**config.mk**
```make
export PLATFORM = sky130hd
export DESIGN_NAME = store_narrow_rmw_flat
export DESIGN_NICKNAME = d
export VERILOG_FILES = /design/src/rtl/store_narrow_rmw_if.sv /design/src/rtl/store_narrow_rmw.sv /design/src/flat_wrapper.sv
export SDC_FILE = /design/constraint.sdc
export NUM_CORES = 1
export LEC_CHECK = 0
export ABC_AREA = 1
export BUFFER_PORTS_ARGS = -buffer_cell sky130_fd_sc_hd__buf_2
export CAP_MARGIN = 15
export CORE_MARGIN = 2
export CORE_UTILIZATION = 35
export CTS_BUF_LIST = sky130_fd_sc_hd__clkbuf_8
export CTS_CLUSTER_DIAMETER = 60
export DETAILED_ROUTE_END_ITERATION = 16
export SLEW_MARGIN = 20
export SYNTH_ARGS = -nofsm -noshare
export SYNTH_HDL_FRONTEND = slang
export SYNTH_SLANG_ARGS = --single-unit
```
**constraint.sdc**
```tcl
create_clock -name clk -period 3.8 [get_ports clk]
set_input_delay 0.57 -clock clk [delete_from_list [all_inputs] [get_ports clk]]
set_output_delay 0.57 -clock clk [all_outputs]
set_load 0.1 [all_outputs]
```
**src/rtl/store_narrow_rmw_if.sv**
```systemverilog
// Bus bundle for the store narrowing unit: request side from the core and
// read/write side toward a data memory without byte enables.
interface store_narrow_rmw_if #(
  parameter int ADDR_W = 32
);
  logic              req_valid;
  logic              req_ready;
  logic [ADDR_W-1:0] req_addr;
  logic [31:0]       req_data;
  logic [1:0]        req_size;
  logic              check_range;
  logic [ADDR_W-1:0] mem_addr;
  logic              mem_rd_en;
  logic [31:0]       mem_rdata;
  logic              mem_rvalid;
  logic              mem_wr_en;
  logic [31:0]       mem_wdata;
  logic              done;
  logic              trunc_ovf;
  logic              err;

  modport master (
    output req_valid, req_addr, req_data, req_size, check_range, mem_rdata, mem_rvalid,
    input  req_ready, mem_addr, mem_rd_en, mem_wr_en, mem_wdata, done, trunc_ovf, err
  );

  modport slave (
    input  req_valid, req_addr, req_data, req_size, check_range, mem_rdata, mem_rvalid,
    output req_ready, mem_addr, mem_rd_en, mem_wr_en, mem_wdata, done, trunc_ovf, err
  );
endinterface

```
**src/rtl/store_narrow_rmw.sv**
```systemverilog
// Store-side narrowing unit: sb/sh become read-modify-write cycles on a word
// memory, sw is written directly; optional signed range check on the narrowed value.
module store_narrow_rmw #(
  parameter int ADDR_W     = 32,
  parameter int TIMEOUT    = 15,
  parameter int BIG_ENDIAN = 0
) (
  input  logic              clk,
  input  logic              rst_n,
  store_narrow_rmw_if.slave bus
);
  localparam int CNT_W = $clog2(TIMEOUT + 1);

  typedef enum logic [2:0] {
    ST_IDLE = 3'd0,
    ST_RD   = 3'd1,
    ST_WAIT = 3'd2,
    ST_WR   = 3'd3,
    ST_ERR  = 3'd4
  } state_t;

  state_t            state_r, state_next_s;
  logic [ADDR_W-1:0] addr_r;
  logic [31:0]       data_r;
  logic [1:0]        size_r;
  logic              chk_r;
  logic [31:0]       rdata_r;
  logic [CNT_W-1:0]  cnt_r;

  logic              ready_r, rd_en_r, wr_en_r, done_r, ovf_r, err_r;
  logic [ADDR_W-1:0] mem_addr_r;
  logic [31:0]       mem_wdata_r;

  logic              accept_s, bad_req_s, wait_expired_s;
  logic [ADDR_W-1:0] eff_addr_s;
  logic [31:0]       eff_data_s, eff_rdata_s;
  logic [1:0]        eff_size_s, lane_s;
  logic              eff_chk_s;
  logic              ready_s, rd_en_s, wr_en_s, ovf_s, err_s;
  logic [ADDR_W-1:0] mem_addr_s;
  logic [31:0]       mem_wdata_s;

  // Replace the addressed lane(s) of the old word; lane[1] also picks the half.
  function automatic logic [31:0] merge_lane(input logic [31:0] old_word,
                                             input logic [31:0] wr_data,
                                             input logic [1:0]  size,
                                             input logic [1:0]  lane);
    logic [31:0] res;
    res = old_word;
    case (size)
      2'b00: res[{lane, 3'b000} +: 8] = wr_data[7:0];
      2'b01: begin
        if (lane[1]) res[31:16] = wr_data[15:0];
        else         res[15:0]  = wr_data[15:0];
      end
      2'b10:   res = wr_data;
      default: res = old_word;
    endcase
    return res;
  endfunction

  function automatic logic range_ovf(input logic [31:0] wr_data, input logic [1:0] size);
    logic ovf;
    case (size)
      2'b00:   ovf = (wr_data[31:8]  != {24{wr_data[7]}});
      2'b01:   ovf = (wr_data[31:16] != {16{wr_data[15]}});
      default: ovf = 1'b0;
    endcase
    return ovf;
  endfunction

  assign accept_s  = bus.req_valid & ready_r;
  assign bad_req_s = (bus.req_size == 2'b11)
                   | ((bus.req_size == 2'b01) & bus.req_addr[0])
                   | ((bus.req_size == 2'b10) & (bus.req_addr[1:0] != 2'b00));
  assign wait_expired_s = (cnt_r == CNT_W'(TIMEOUT - 1));

  // Outputs are registered from the next state, so the request and read data
  // must be taken live on the cycle they are being latched.
  assign eff_addr_s  = (state_r == ST_IDLE) ? bus.req_addr    : addr_r;
  assign eff_data_s  = (state_r == ST_IDLE) ? bus.req_data    : data_r;
  assign eff_size_s  = (state_r == ST_IDLE) ? bus.req_size    : size_r;
  assign eff_chk_s   = (state_r == ST_IDLE) ? bus.check_range : chk_r;
  assign eff_rdata_s = (state_r == ST_WAIT) ? bus.mem_rdata   : rdata_r;
  assign lane_s      = (BIG_ENDIAN != 0) ? ~eff_addr_s[1:0] : eff_addr_s[1:0];

  // State register
  always_ff @(posedge clk or negedge rst_n) begin
    if (!rst_n) state_r <= ST_IDLE;
    else        state_r <= state_next_s;
  end

  // Next-state decode
  always_comb begin
    state_next_s = state_r;
    case (state_r)
      ST_IDLE: begin
        if (!accept_s)                  state_next_s = ST_IDLE;
        else if (bad_req_s)             state_next_s = ST_ERR;
        else if (bus.req_size == 2'b10) state_next_s = ST_WR;
        else                            state_next_s = ST_RD;
      end
      ST_RD: state_next_s = ST_WAIT;
      ST_WAIT: begin
        if (bus.mem_rvalid)      state_next_s = ST_WR;
        else if (wait_expired_s) state_next_s = ST_ERR;
        else                     state_next_s = ST_WAIT;
      end
      ST_WR:   state_next_s = ST_IDLE;
      ST_ERR:  state_next_s = ST_IDLE;
      default: state_next_s = ST_IDLE;
    endcase
  end

  // Next values of the registered outputs
  always_comb begin
    ready_s     = (state_next_s == ST_IDLE);
    rd_en_s     = (state_next_s == ST_RD);
    wr_en_s     = (state_next_s == ST_WR);
    err_s       = (state_next_s == ST_ERR);
    mem_addr_s  = mem_addr_r;
    mem_wdata_s = mem_wdata_r;
    ovf_s       = 1'b0;
    if (rd_en_s | wr_en_s) mem_addr_s = {eff_addr_s[ADDR_W-1:2], 2'b00};
    else                   mem_addr_s = mem_addr_r;
    if (wr_en_s) begin
      mem_wdata_s = merge_lane(eff_rdata_s, eff_data_s, eff_size_s, lane_s);
      ovf_s       = eff_chk_s & range_ovf(eff_data_s, eff_size_s);
    end else begin
      mem_wdata_s = mem_wdata_r;
      ovf_s       = 1'b0;
    end
  end

  // Request latch, read-data capture and read timeout counter
  always_ff @(posedge clk or negedge rst_n) begin
    if (!rst_n) begin
      addr_r  <= {ADDR_W{1'b0}};
      data_r  <= 32'h0;
      size_r  <= 2'b00;
      chk_r   <= 1'b0;
      rdata_r <= 32'h0;
      cnt_r   <= {CNT_W{1'b0}};
    end else begin
      if (accept_s) begin
        addr_r <= bus.req_addr;
        data_r <= bus.req_data;
        size_r <= bus.req_size;
        chk_r  <= bus.check_range;
      end
      if (state_r == ST_RD) cnt_r <= {CNT_W{1'b0}};
      else if ((state_r == ST_WAIT) && !bus.mem_rvalid) cnt_r <= cnt_r + CNT_W'(1);
      if ((state_r == ST_WAIT) && bus.mem_rvalid) rdata_r <= bus.mem_rdata;
    end
  end

  // Output registers
  always_ff @(posedge clk or negedge rst_n) begin
    if (!rst_n) begin
      ready_r     <= 1'b1;
      rd_en_r     <= 1'b0;
      wr_en_r     <= 1'b0;
      done_r      <= 1'b0;
      ovf_r       <= 1'b0;
      err_r       <= 1'b0;
      mem_addr_r  <= {ADDR_W{1'b0}};
      mem_wdata_r <= 32'h0;
    end else begin
      ready_r     <= ready_s;
      rd_en_r     <= rd_en_s;
      wr_en_r     <= wr_en_s;
      done_r      <= wr_en_s;
      ovf_r       <= ovf_s;
      err_r       <= err_s;
      mem_addr_r  <= mem_addr_s;
      mem_wdata_r <= mem_wdata_s;
    end
  end

  assign bus.req_ready = ready_r;
  assign bus.mem_rd_en = rd_en_r;
  assign bus.mem_wr_en = wr_en_r;
  assign bus.done      = done_r;
  assign bus.trunc_ovf = ovf_r;
  assign bus.err       = err_r;
  assign bus.mem_addr  = mem_addr_r;
  assign bus.mem_wdata = mem_wdata_r;
endmodule

```
**src/flat_wrapper.sv**
```systemverilog
// flat-port wrapper written by rule: the top's interface ports become plain ports
module store_narrow_rmw_flat 
#(
  parameter int ADDR_W     = 32,
  parameter int TIMEOUT    = 15,
  parameter int BIG_ENDIAN = 0
)
  (clk, rst_n, bus_req_valid, bus_req_addr, bus_req_data, bus_req_size, bus_check_range, bus_mem_rdata, bus_mem_rvalid, bus_req_ready, bus_mem_addr, bus_mem_rd_en, bus_mem_wr_en, bus_mem_wdata, bus_done, bus_trunc_ovf, bus_err);
  store_narrow_rmw_if #(.ADDR_W(ADDR_W)) bus_i ();
  input  logic clk;
  input  logic rst_n;
  input wire logic [$bits(bus_i.req_valid)-1:0] bus_req_valid;
  input wire logic [$bits(bus_i.req_addr)-1:0] bus_req_addr;
  input wire logic [$bits(bus_i.req_data)-1:0] bus_req_data;
  input wire logic [$bits(bus_i.req_size)-1:0] bus_req_size;
  input wire logic [$bits(bus_i.check_range)-1:0] bus_check_range;
  input wire logic [$bits(bus_i.mem_rdata)-1:0] bus_mem_rdata;
  input wire logic [$bits(bus_i.mem_rvalid)-1:0] bus_mem_rvalid;
  output wire logic [$bits(bus_i.req_ready)-1:0] bus_req_ready;
  output wire logic [$bits(bus_i.mem_addr)-1:0] bus_mem_addr;
  output wire logic [$bits(bus_i.mem_rd_en)-1:0] bus_mem_rd_en;
  output wire logic [$bits(bus_i.mem_wr_en)-1:0] bus_mem_wr_en;
  output wire logic [$bits(bus_i.mem_wdata)-1:0] bus_mem_wdata;
  output wire logic [$bits(bus_i.done)-1:0] bus_done;
  output wire logic [$bits(bus_i.trunc_ovf)-1:0] bus_trunc_ovf;
  output wire logic [$bits(bus_i.err)-1:0] bus_err;
  assign bus_i.req_valid = bus_req_valid;
  assign bus_i.req_addr = bus_req_addr;
  assign bus_i.req_data = bus_req_data;
  assign bus_i.req_size = bus_req_size;
  assign bus_i.check_range = bus_check_range;
  assign bus_i.mem_rdata = bus_mem_rdata;
  assign bus_i.mem_rvalid = bus_mem_rvalid;
  assign bus_req_ready = bus_i.req_ready;
  assign bus_mem_addr = bus_i.mem_addr;
  assign bus_mem_rd_en = bus_i.mem_rd_en;
  assign bus_mem_wr_en = bus_i.mem_wr_en;
  assign bus_mem_wdata = bus_i.mem_wdata;
  assign bus_done = bus_i.done;
  assign bus_trunc_ovf = bus_i.trunc_ovf;
  assign bus_err = bus_i.err;
  store_narrow_rmw #(.ADDR_W(ADDR_W), .TIMEOUT(TIMEOUT), .BIG_ENDIAN(BIG_ENDIAN)) u_core (.clk(clk), .rst_n(rst_n), .bus(bus_i));
endmodule
```
After elaboration in Yosys (flattened, before gate mapping). Index checks and enable logic that the tools add are counted.

Word-level logic and storage cells: 66. Bits in registers: 173. Input bits: 103. Output and inout port bits: 70.

Add/subtract/negate cells: 2. Equal/unequal tests: 13. Bitwise operators: 7. Shift operators: 2. Muxes and demuxes: 20. Reductions and logical operators: 8.

Operators by type and width (count): 32-bit two-way mux (3); 32-bit case mux with 3 select lines (1); 32-bit bitwise mux (1); 16-bit two-way mux (2); 8-bit by 7-bit variable shift with 32-bit output (first input constant) (1); 8-bit by 7-bit variable part select with 32-bit output (1); 24-bit inequality test (1); 16-bit inequality test (1); 3-bit two-way mux (4); 3-bit case mux with 3 select lines (1); 4-bit two-way mux (2); 5-bit negator with 7-bit output (1); 2-bit equality test (second input constant) (3); 3-bit by 1-bit equality test with 1-bit output (second input constant) (2); 3-bit by 2-bit equality test with 1-bit output (second input constant) (2); 3-bit zero test (2); 4-bit by 1-bit adder with 4-bit output (second input constant) (1); 1-bit AND (4); 2-bit by 1-bit equality test with 1-bit output (second input constant) (2); 4-bit equality test (second input constant) (1); 2-bit two-way mux (2); 2-bit nonzero test (2); 3-bit equality test (second input constant) (1); 1-bit two-way mux (3); other kinds (5) (8).

Logic depth before layout (Yosys ltp). Gate-level depths: netlist of the first run.

Depth in word-level cells: 11. Gate-level depth with buffers: 15. Mapped depth without buffers: 14.

Worst setup path before layout of the first run. Ideal clock, no wire load.

Kind: reg-to-reg. From: reg u_core.ready_r, in the netlist u_core.bus.req_ready. To: reg u_core.mem_wdata_r[1], in the netlist u_core.bus.mem_wdata[1]. Period minus slack after synthesis: 2.151 ns. Stages on the path, launching flop included: 10. Slack: 1.649 ns. Buffers on the path: 2. Setup time: 0.126 ns. Data required time: 3.674 ns. Arrival time: 2.025 ns. Path through: dfstp_2 nand2_1 inv_2 nand2_2 o21ai_4 nand2_1 buf_4 buf_6 a21oi_1 a21oi_1.

Word-level cells in the longest chain between the ends: 4.

RTL lines: start, declared (line store_narrow_rmw.sv:30) `logic ready_r, rd_en_r, wr_en_r, done_r, ovf_r, err_r;`; start signal, assigned (line store_narrow_rmw.sv:169) `ready_r <= ready_s;`; 1-bit AND (line store_narrow_rmw.sv:72) `assign accept_s = bus.req_valid & ready_r;`; 3-bit two-way mux (line store_narrow_rmw.sv:98) `if (!accept_s) state_next_s = ST_IDLE;`; 3-bit case mux with 3 select lines (line store_narrow_rmw.sv:96) `case (state_r)`; 3-bit by 2-bit equality test with 1-bit output (line store_narrow_rmw.sv:119) `wr_en_s = (state_next_s == ST_WR);`; end signal, assigned (line store_narrow_rmw.sv:176) `mem_wdata_r <= mem_wdata_s;`; end, declared (line store_narrow_rmw.sv:32) `logic [31:0] mem_wdata_r;`.

No other way between the ends. A chain may end at the register's enable or synchronous reset.

Worst setup path in the final report of the first run.
From: reg u_core.state_r[1]. To: reg u_core.mem_wdata_r[10], in the netlist u_core.bus.mem_wdata[10].

Elaborated cells on any way between the ends: 18. Classes of those cells: add/sub (1); eq/ne (5); shift (2); mux (8); reduce/logical (2).

RTL lines: start, declared (line store_narrow_rmw.sv:22) `state_t state_r, state_next_s;`; start signal, assigned (line store_narrow_rmw.sv:90) `else state_r <= state_next_s;`; 3-bit by 2-bit equality test with 1-bit output (tied with other cells) (line store_narrow_rmw.sv:96); 3-bit case mux with 3 select lines (*) (line store_narrow_rmw.sv:96); named net u_core.state_next_s[1] (line store_narrow_rmw.sv:22); 3-bit by 2-bit equality test with 1-bit output (*) (line store_narrow_rmw.sv:119).

Mark *: on every way through the listed nets, which the timed path passes. The rest lies on a longest branch.

==> results.toml, run 1 <==
[worst_setup_path]
critPathTopFamily = "buffers and inverters"
cp_num_buf_inv = 3
crit_required_ns = 4.16
end_kind = "flip-flop"
worstSetupStartpointType = "flip-flop"
cpPeakStageDelay_ns = 0.76
cp_common_cell = "nand2_1"
cp.arrival_ns = 3.39
cpMaxStageDelayCell = "inv_2"
path_max_fanout = 47
path_class = "flip-flop to flip-flop"
crit_chain = "nor2_4 > buf_4 > nand2_1 > inv_1 > a21oi_1 > nand2_1 > nand2_1 > inv_2 > nand2_1 > nor2_1 > nor2_1"

[sta]
period_needed_ns = 3.02
worst_pin_slew_ns = 0.838
drv_slew = 0
max_freq_mhz = 331
finalSetupTns_ns = 0
slew-limit-headroom_pct = 44.1
skew_ns = 0.0176
setup_viol = 0
rsz0062_at_grt = "false"
hold_viol = 0
finalCritPeriodShare_pct = 79.6
holdWs_ns = 0.102

[clocking]
clkTransAtPathRegs_ns = 0.11
clock-root-buffer = "clkbuf_8"
cts_tree = "done"
ctsResizeCount = 0
cts.path.max_buffers = 2
clk_latency_ns = 0.48
cts_buffers = 17
holdBufCountCts = 0
h-tree-depth = 4
post_cts.repair.setup_buffers = 0
cts.sinks = 173

[global_routing]
grt_pass1_vias = 7948
grt_pass1_wl_microns = 42100
overflow = 0
grt_max_degree = 86
grt_use_total_pct = 19.9
antenna_found_initial = 6

[floorplanning]
dieArea_sq_um = 27400
die_height_microns = 165
coreArea_sq_um = 25800
rows = 59
start_util_pct = 35.3
io_pins = 173
fp.dieW_microns = 165

[synthesis]
yosysSeqAreaShare_pct = 47.5
synth_flop_cell = "dfrtp_1"
ys_seq_elements = 173
yosysUniqueCellTypes = 34
synthCells = 1283
async_reset_ff_share_pct = 100
netlist_area_sq_um = 9120
yosysWarnings = 0
synth_edf_count = 0
avgSynthCellArea_sq_um = 7.11

[detailed_routing]
drcViolationCount = 0
postRouteWirelength_microns = 26300
wire_per_inst_microns = 14.9
dr.pass1.iters = 5
drtIter0Drc = 544
routed-via-count = 8378
viasPerCell = 4.74
antenna_left = 0

[placement]
hpwl_microns = 18800
portBuffers = 170
place_inst = 1733
gp_congestion = 0.883

[final_layout]
area_growth_pct = 15.9
nFillCells = 2754
nNetsFinal = 1527
post-route-util_pct = 40.9
fin_cells = 1766
layout-drive-gt1-share_pct = 16.3

[run_status]
status = "complete, no violations"

[worst_hold_path]
hold_path_class = "input port to asynchronous set/reset pin"

[job]
drv_cap = 0
## final timing paths
check,from,endpoint,slack (ns),depth (start not counted)
setup / recovery,u_core.state_r[1],u_core.bus.mem_wdata[10],0.78,11
min in group clk,bus_req_addr[10],u_core.addr_r[10],0.29,3
setup reg to reg,u_core.state_r[1],u_core.bus.mem_wdata[10],0.78,11
hold reg to reg,u_core.addr_r[15],u_core.addr_r[15],0.49,2
hold / removal,rst_n,u_core.data_r[6],0.10,1
max in group asynchronous,rst_n,u_core.bus.req_ready,2.79,2
## synth_stat cells, types with 4 or more instances
library cell / n / area share (%)
nand3_1: 68 / 3.7
buf_2: 16 / 0.88
inv_1: 112 / 4.6
nand2_1: 486 / 20
a31oi_1: 30 / 2.1
dfrtp_1: 172 / 47
ha_1: 7 / 0.96
o21ai_0: 129 / 7.1
buf_6: 6 / 0.74
nand4_1: 5 / 0.34
clkbuf_1: 39 / 1.6
buf_4: 6 / 0.49
nor2_1: 146 / 6.0
a21oi_1: 26 / 1.4
o21a_1: 5 / 0.41
or2_2: 4 / 0.27
## metrics by stage
stage	worst slack (ns)	instance area, sq um
floorplan	1.65	9120
global placement	0.938	10200
detailed placement	0.821	10200
CTS	0.802	10600
global route	0.500	10600
finish	0.776	10600
## cell type report
type | count | area, sq um | area share [%]
Multi-Input combinational cell | 927 | 4010 | 38.0
Antenna cell | 1 | 2.50 | 0.0237
Clock buffer | 17 | 234 | 2.21
Tap cell | 335 | 419 | 3.97
Inverter | 116 | 437 | 4.13
Clock inverter | 15 | 174 | 1.65
Timing Repair Buffer | 182 | 960 | 9.08
Sequential cell | 173 | 4330 | 41.0
## cells in the final DEF (no fill, tap or decap)
cell type / count
inv_6: 3
conb_1: 2
or2_2: 4
nand2_2: 4
clkinv_4: 4
o21ai_1: 1
diode_2: 1
dfrtp_1: 172
buf_12: 1
nand3_1: 68
o21ai_0: 129
nand2_4: 1
nand2_1: 485
buf_6: 1
o21ai_2: 1
ha_1: 7
nor2_2: 1
xor2_1: 1
nor3_1: 3
o21ai_4: 1
buf_4: 11
inv_1: 112
a31oi_1: 30
clkbuf_8: 17
inv_8: 4
or2_0: 3
nor2_1: 146
buf_2: 169
o21a_1: 5
nor3_2: 1
nand4_1: 5
bufinv_16: 1
a21oi_1: 26
o211ai_1: 1
clkinv_8: 2
clkinv_2: 2
xnor2_1: 1
dfstp_2: 1
inv_2: 3
nor2_4: 1
## cells by family (layout without fill, tap and decap cells)
kind of cell / count (synthesis) / after routing / share of synthesized area, %
AO/OA/AOI/OAI: 194 / 194 / 11.4
XOR/XNOR: 2 / 2 / 0.192
adder cells (fa/ha/maj): 7 / 7 / 0.961
buffers and inverters: 184 / 330 / 8.55
flip-flops: 173 / 173 / 47.5
other: 1 / 3 / 0.0411
AND/OR/NAND/NOR: 722 / 722 / 31.4
## worst register-to-register path: stages, from the launching register on
cell,delay [ns]
dfrtp_1,0.42
nor2_4,0.23
buf_4,0.37
nand2_1,0.09
inv_1,0.14
a21oi_1,0.06
nand2_1,0.12
nand2_1,0.42
inv_2,0.77
nand2_1,0.13
nor2_1,0.13
nor2_1,0.05
## sequential cells by signal, summed over array words and instances, names as in the netlist, 2 cells and up
signal / count
u_core.addr_r: 32
u_core.bus.mem_addr: 30
u_core.bus.mem_wdata: 32
u_core.cnt_r: 4
u_core.data_r: 32
u_core.rdata_r: 32
u_core.size_r: 2
u_core.state_r: 3
## per-layer routing
metal / up-vias / wire length, microns / share of wire, % / global-route usage [%]
li1: 4279 / - / - / -
met5: - / 38 / 0.14 / 0
met3: 25 / 1580 / 6.0 / 4.52
met4: 6 / 264 / 1.0 / 4.66
met1: 3860 / 11900 / 45 / 26.2
met2: 208 / 12500 / 48 / 33.4
Power of run 1 is left out: the tool's default activity adds up to more than one toggle a clock period on the data nets, which glitch-free logic cannot reach.
==> run 2, diff against run 1 <==
ABC_AREA = 0   (was 1)
clock period = 2.54 ns   (was 3.8 ns; I/O delays follow)
==> results.toml, run 2 <==
[run_status]
status = "complete, no violations"

[synthesis]
avgSynthCellArea_sq_um = 10.1
yosysSeqAreaShare_pct = 49.5
synth_flop_cell = "dfrtp_1"
yosysUniqueCellTypes = 52
synth_top_cell_area_share_pct = 49.2
yosysWarnings = 0
synthCells = 869
synth.largest_area_cell = "dfrtp_1"
ys_seq_elements = 173
synth_edf_count = 0
async_reset_ff_share_pct = 100
yosys-top-cells-area = "dfrtp_1 49%, mux2_2 11%, nand2_1 7.3%, mux2i_1 4.1%, o211ai_1 2.7%"
yosys-top-cells-count = "172 x dfrtp_1, 171 x nand2_1, 84 x mux2_2, 54 x nor2_1, 37 x nand3_1"
yosysMostFrequentCell = "dfrtp_1"
netlist_area_sq_um = 8740

[clocking]
clk_latency_ns = 0.47
cts.path.max_buffers = 2
cts.sinks = 173
h-tree-depth = 4
cts_tree = "done"
post_cts.repair.setup_buffers = 0
cts_buffers = 17
clkTransAtPathRegs_ns = 0.11
clock-root-buffer = "clkbuf_8"

[placement]
gp_congestion = 0.897
hpwl_microns = 18400
dpl-instance-area_sq_um = 10100
place_ws_ns = -0.0511
portBuffers = 170

[sta]
fin_ws_ns = 0.0601
setup_viol = 0
holdWs_ns = 0.111
period_needed_ns = 2.48
hold_viol = 0
slew-limit-headroom_pct = 56.4
finalCritPeriodShare_pct = 97.6
worst_pin_slew_ns = 0.636
skew_ns = 0.0261
drv_slew = 0
max_freq_mhz = 403
rsz0062_at_grt = "true"

[final_layout]
layout-drive-gt1-share_pct = 32.2
area_growth_pct = 20.1
final_area_sq_um = 10500
regArea_sq_um = 4330
nNetsFinal = 1148
multi_input_area_sq_um = 4130
nFillCells = 2437
layout_common_cells = "172 x dfrtp_1, 170 x nand2_1, 169 x buf_2, 84 x mux2_2, 54 x nor2_1"
layout_commonest_cell = "dfrtp_1"

[global_routing]
grt_max_degree = 73
grt_pass1_wl_microns = 39800
grt_use_total_pct = 19.4
overflow = 0
antenna_found_initial = 2
grt_pass1_vias = 7071

[detailed_routing]
wire_per_inst_microns = 18.5
drcViolationCount = 0
viasPerCell = 5.27
postRouteWirelength_microns = 25400
dr.pass1.iters = 5
antenna_left = 0
drtIter0Drc = 613
routed-via-count = 7242

[floorplanning]
dieArea_sq_um = 26300
die_height_microns = 162
fp.dieW_microns = 162
coreArea_sq_um = 24400
start_util_pct = 35.8
io_pins = 173
rows = 57

[worst_setup_path]
path_max_fanout = 8
path_class = "flip-flop to flip-flop"
end_kind = "flip-flop"
worstSetupStartpointType = "flip-flop"
crit_required_ns = 2.88
cp.arrival_ns = 2.82

[worst_hold_path]
hold_path_class = "input port to flip-flop"

[job]
drv_cap = 0
run 2: cell types whose count changed after synthesis, moves of 30 or more:
cell | before | now
nand2_1 | 486 | 171
o21ai_0 | 129 | 10
inv_1 | 112 | 4
nor2_1 | 146 | 54
mux2_2 | 0 | 84
mux2i_1 | 0 | 36
nand3_1 | 68 | 37
o211ai_1 | 1 | 31
run 2: metrics by stage:
stage	std cells	util (%)	TNS (ns)
after floorplan	870	-	0
after global placement	1342	41.4	-0.0105
after detailed placement	1342	41.4	-0.114
after CTS	1374	43.0	0
after global routing	1374	43.0	-0.599
final	1375	43.0	0
run 2: timing repair:
item	CTS	global route
endpoints found under the setup margin	3	16
resized for setup	4	1
hold buffers	1	0
pin swaps	0	0
hold endpoints to repair	23	0
run 2: worst paths after layout:
check	cells past startpoint	from	slack, ns	endpoint
worst max-delay path	8	u_core.state_r[2]	0.06	u_core.bus.mem_wdata[22]
worst max register to register	8	u_core.state_r[2]	0.06	u_core.bus.mem_wdata[22]
max in group asynchronous	3	rst_n	1.51	u_core.cnt_r[3]
worst min register to register	2	u_core.rdata_r[24]	0.48	u_core.rdata_r[24]
worst min-delay path	3	bus_mem_rdata[13]	0.11	u_core.rdata_r[13]
min in group asynchronous	2	rst_n	0.34	u_core.rdata_r[19]
run 2: worst max-delay path, cell delays in order, from the launching register on:
cell and delay [ns]:
dfrtp_1 0.42, nor3_4 0.32, mux2i_4 0.32, ha_1 0.28
nor2b_1 0.15, buf_4 0.13, a31oi_2 0.41, o31ai_1 0.16
o22a_1 0.17
run 2: routing by layer:
metal | track usage, % | part of all wire, %
met1 | 27.1 | 46
met2 | 30.9 | 48
met3 | 4.03 | 4.9
met4 | 4.71 | 1.3
met5 | 0 | 0.051
run 2: area by class of cell:
type | count | area share, %
flip-flops and latches | 173 | 41.3
multi-input cells | 631 | 39.4
repair buffers | 211 | 11.7
well taps | 324 | 3.86
clock buffers | 17 | 2.23
clock inverters | 14 | 1.39
inverters | 4 | 0.143
diodes | 1 | 0.0238
run 2: kinds of logic after synthesis:
group / synth area share (%)
buffers and inverters: 3.65
DFF: 49.5
adders and majority gates: 1.00
muxes: 15.1
xor gates and xnor gates: 0.200
and+or+nand+nor: 17.1
other: 0.0429
AOI/OAI and AO/OA: 13.3
Power of run 2 is left out for the same reason.
==> run 3, diff against run 2 <==
CORE_ASPECT_RATIO = 1.2   (was unset)
==> results.toml, run 3 (synthesis results as in run 2) <==
[clocking]
cts.path.max_buffers = 2
h-tree-depth = 4
clk_latency_ns = 0.47
cts_tree = "done"
clock-root-buffer = "clkbuf_8"
clkTransAtPathRegs_ns = 0.10
cts.sinks = 173
cts_buffers = 17

[final_layout]
area_growth_pct = 22.8
post-route-util_pct = 43.5
nNetsFinal = 1151
nFillCells = 2430
layout-drive-gt1-share_pct = 34.0
regArea_sq_um = 4330
layout_common_cells = "171 x dfrtp_1, 169 x nand2_1, 169 x buf_2, 84 x mux2_2, 54 x nor2_1"
multi_input_area_sq_um = 4230
layout_commonest_cell = "dfrtp_1"

[detailed_routing]
viasPerCell = 5.31
dr.pass1.iters = 7
drtIter0Drc = 469
routed-via-count = 7334
drcViolationCount = 0
wire_per_inst_microns = 18.1
postRouteWirelength_microns = 25000
antenna_left = 0

[global_routing]
grt_pass1_vias = 7395
grt_pass1_wl_microns = 40400
antenna_found_initial = 4
grt_use_total_pct = 19.6
overflow = 0
grt_max_degree = 75

[sta]
finalCritPeriodShare_pct = 96.4
rsz0062_at_grt = "true"
worst_pin_slew_ns = 0.577
period_needed_ns = 2.45
skew_ns = 0.0174
max_freq_mhz = 408
drv_slew = 0
slew-limit-headroom_pct = 60.5
setup_viol = 0
hold_viol = 0

[job]
drv_cap = 0

[worst_setup_path]
path_class = "flip-flop to flip-flop"
crit_required_ns = 2.88
cp.arrival_ns = 2.78
worstSetupStartpointType = "flip-flop"
end_kind = "flip-flop"
path_max_fanout = 49
rrSetupSlack_ns = 0.09

[floorplanning]
start_util_pct = 35.4
die_height_microns = 177
io_pins = 173
fp.dieW_microns = 148
rows = 63
coreArea_sq_um = 24700
dieArea_sq_um = 26300

[placement]
hpwl_microns = 18100
gp_congestion = 0.907
portBuffers = 170

[run_status]
status = "complete, no violations"

[worst_hold_path]
hold_path_class = "input port to flip-flop"
-- run 3: final timing paths --
path                               startpoint                        to  cells past startpoint
max                         u_core.state_r[1]  u_core.bus.mem_wdata[31]                      7
min                          bus_mem_rdata[6]         u_core.rdata_r[6]                      3
max reg2reg                 u_core.state_r[1]  u_core.bus.mem_wdata[31]                      7
min reg2reg                u_core.rdata_r[30]        u_core.rdata_r[30]                      2
max in group asynchronous               rst_n      u_core.bus.req_ready                      3
min in group asynchronous               rst_n      u_core.bus.mem_wr_en                      2
-- run 3: routing by layer --
layer / wire (microns) / GRT usage [%]
met4: 1140 / 10.3
met1: 10600 / 25.1
met5: 34 / 0
met3: 1570 / 5.05
met2: 11700 / 30.6
-- run 3: what timing repair did --
item,in CTS,in global routing
hold buffers,1,0
hold endpoints to repair,45,0
gates resized for setup,1,23
pin swaps,0,6
endpoints found under the setup margin,1,26
setup buffers,0,10
-- run 3: layout make-up --
class,count,area share (%)
multi-input combinational,631,39.4
timing repair buffer,214,12.1
clock buffer,18,2.31
inverter,4,0.140
antenna,2,0.0466
clock inverter,14,1.91
sequential,173,40.3
tap,325,3.79
-- run 3: per-stage QoR --
step / cells / instance area (sq um) / TNS (ns) / worst slack (ns) / hold WS (ns)
CTS: 1369 / 10500 / 0 / 0.0514 / 0.0834
floorplan: 870 / 8780 / 0 / 0.00235 / 0.0854
global placement: 1336 / 10100 / 0 / 0.0676 / 0.356
finish: 1381 / 10700 / 0 / 0.0919 / 0.120
global route: 1379 / 10700 / -0.185 / -0.0583 / 0.0938
detailed placement: 1336 / 10100 / 0 / 0.0132 / 0.355
-- run 3: critical path: stages, from the launching register on --
cell,delay (ns)
dfrtp_2,0.43
buf_4,0.14
or3_2,0.52
buf_12,0.21
mux2i_1,0.38
o211ai_1,0.23
a221oi_2,0.27
a21oi_1,0.11
Power of run 3 is left out for the same reason.
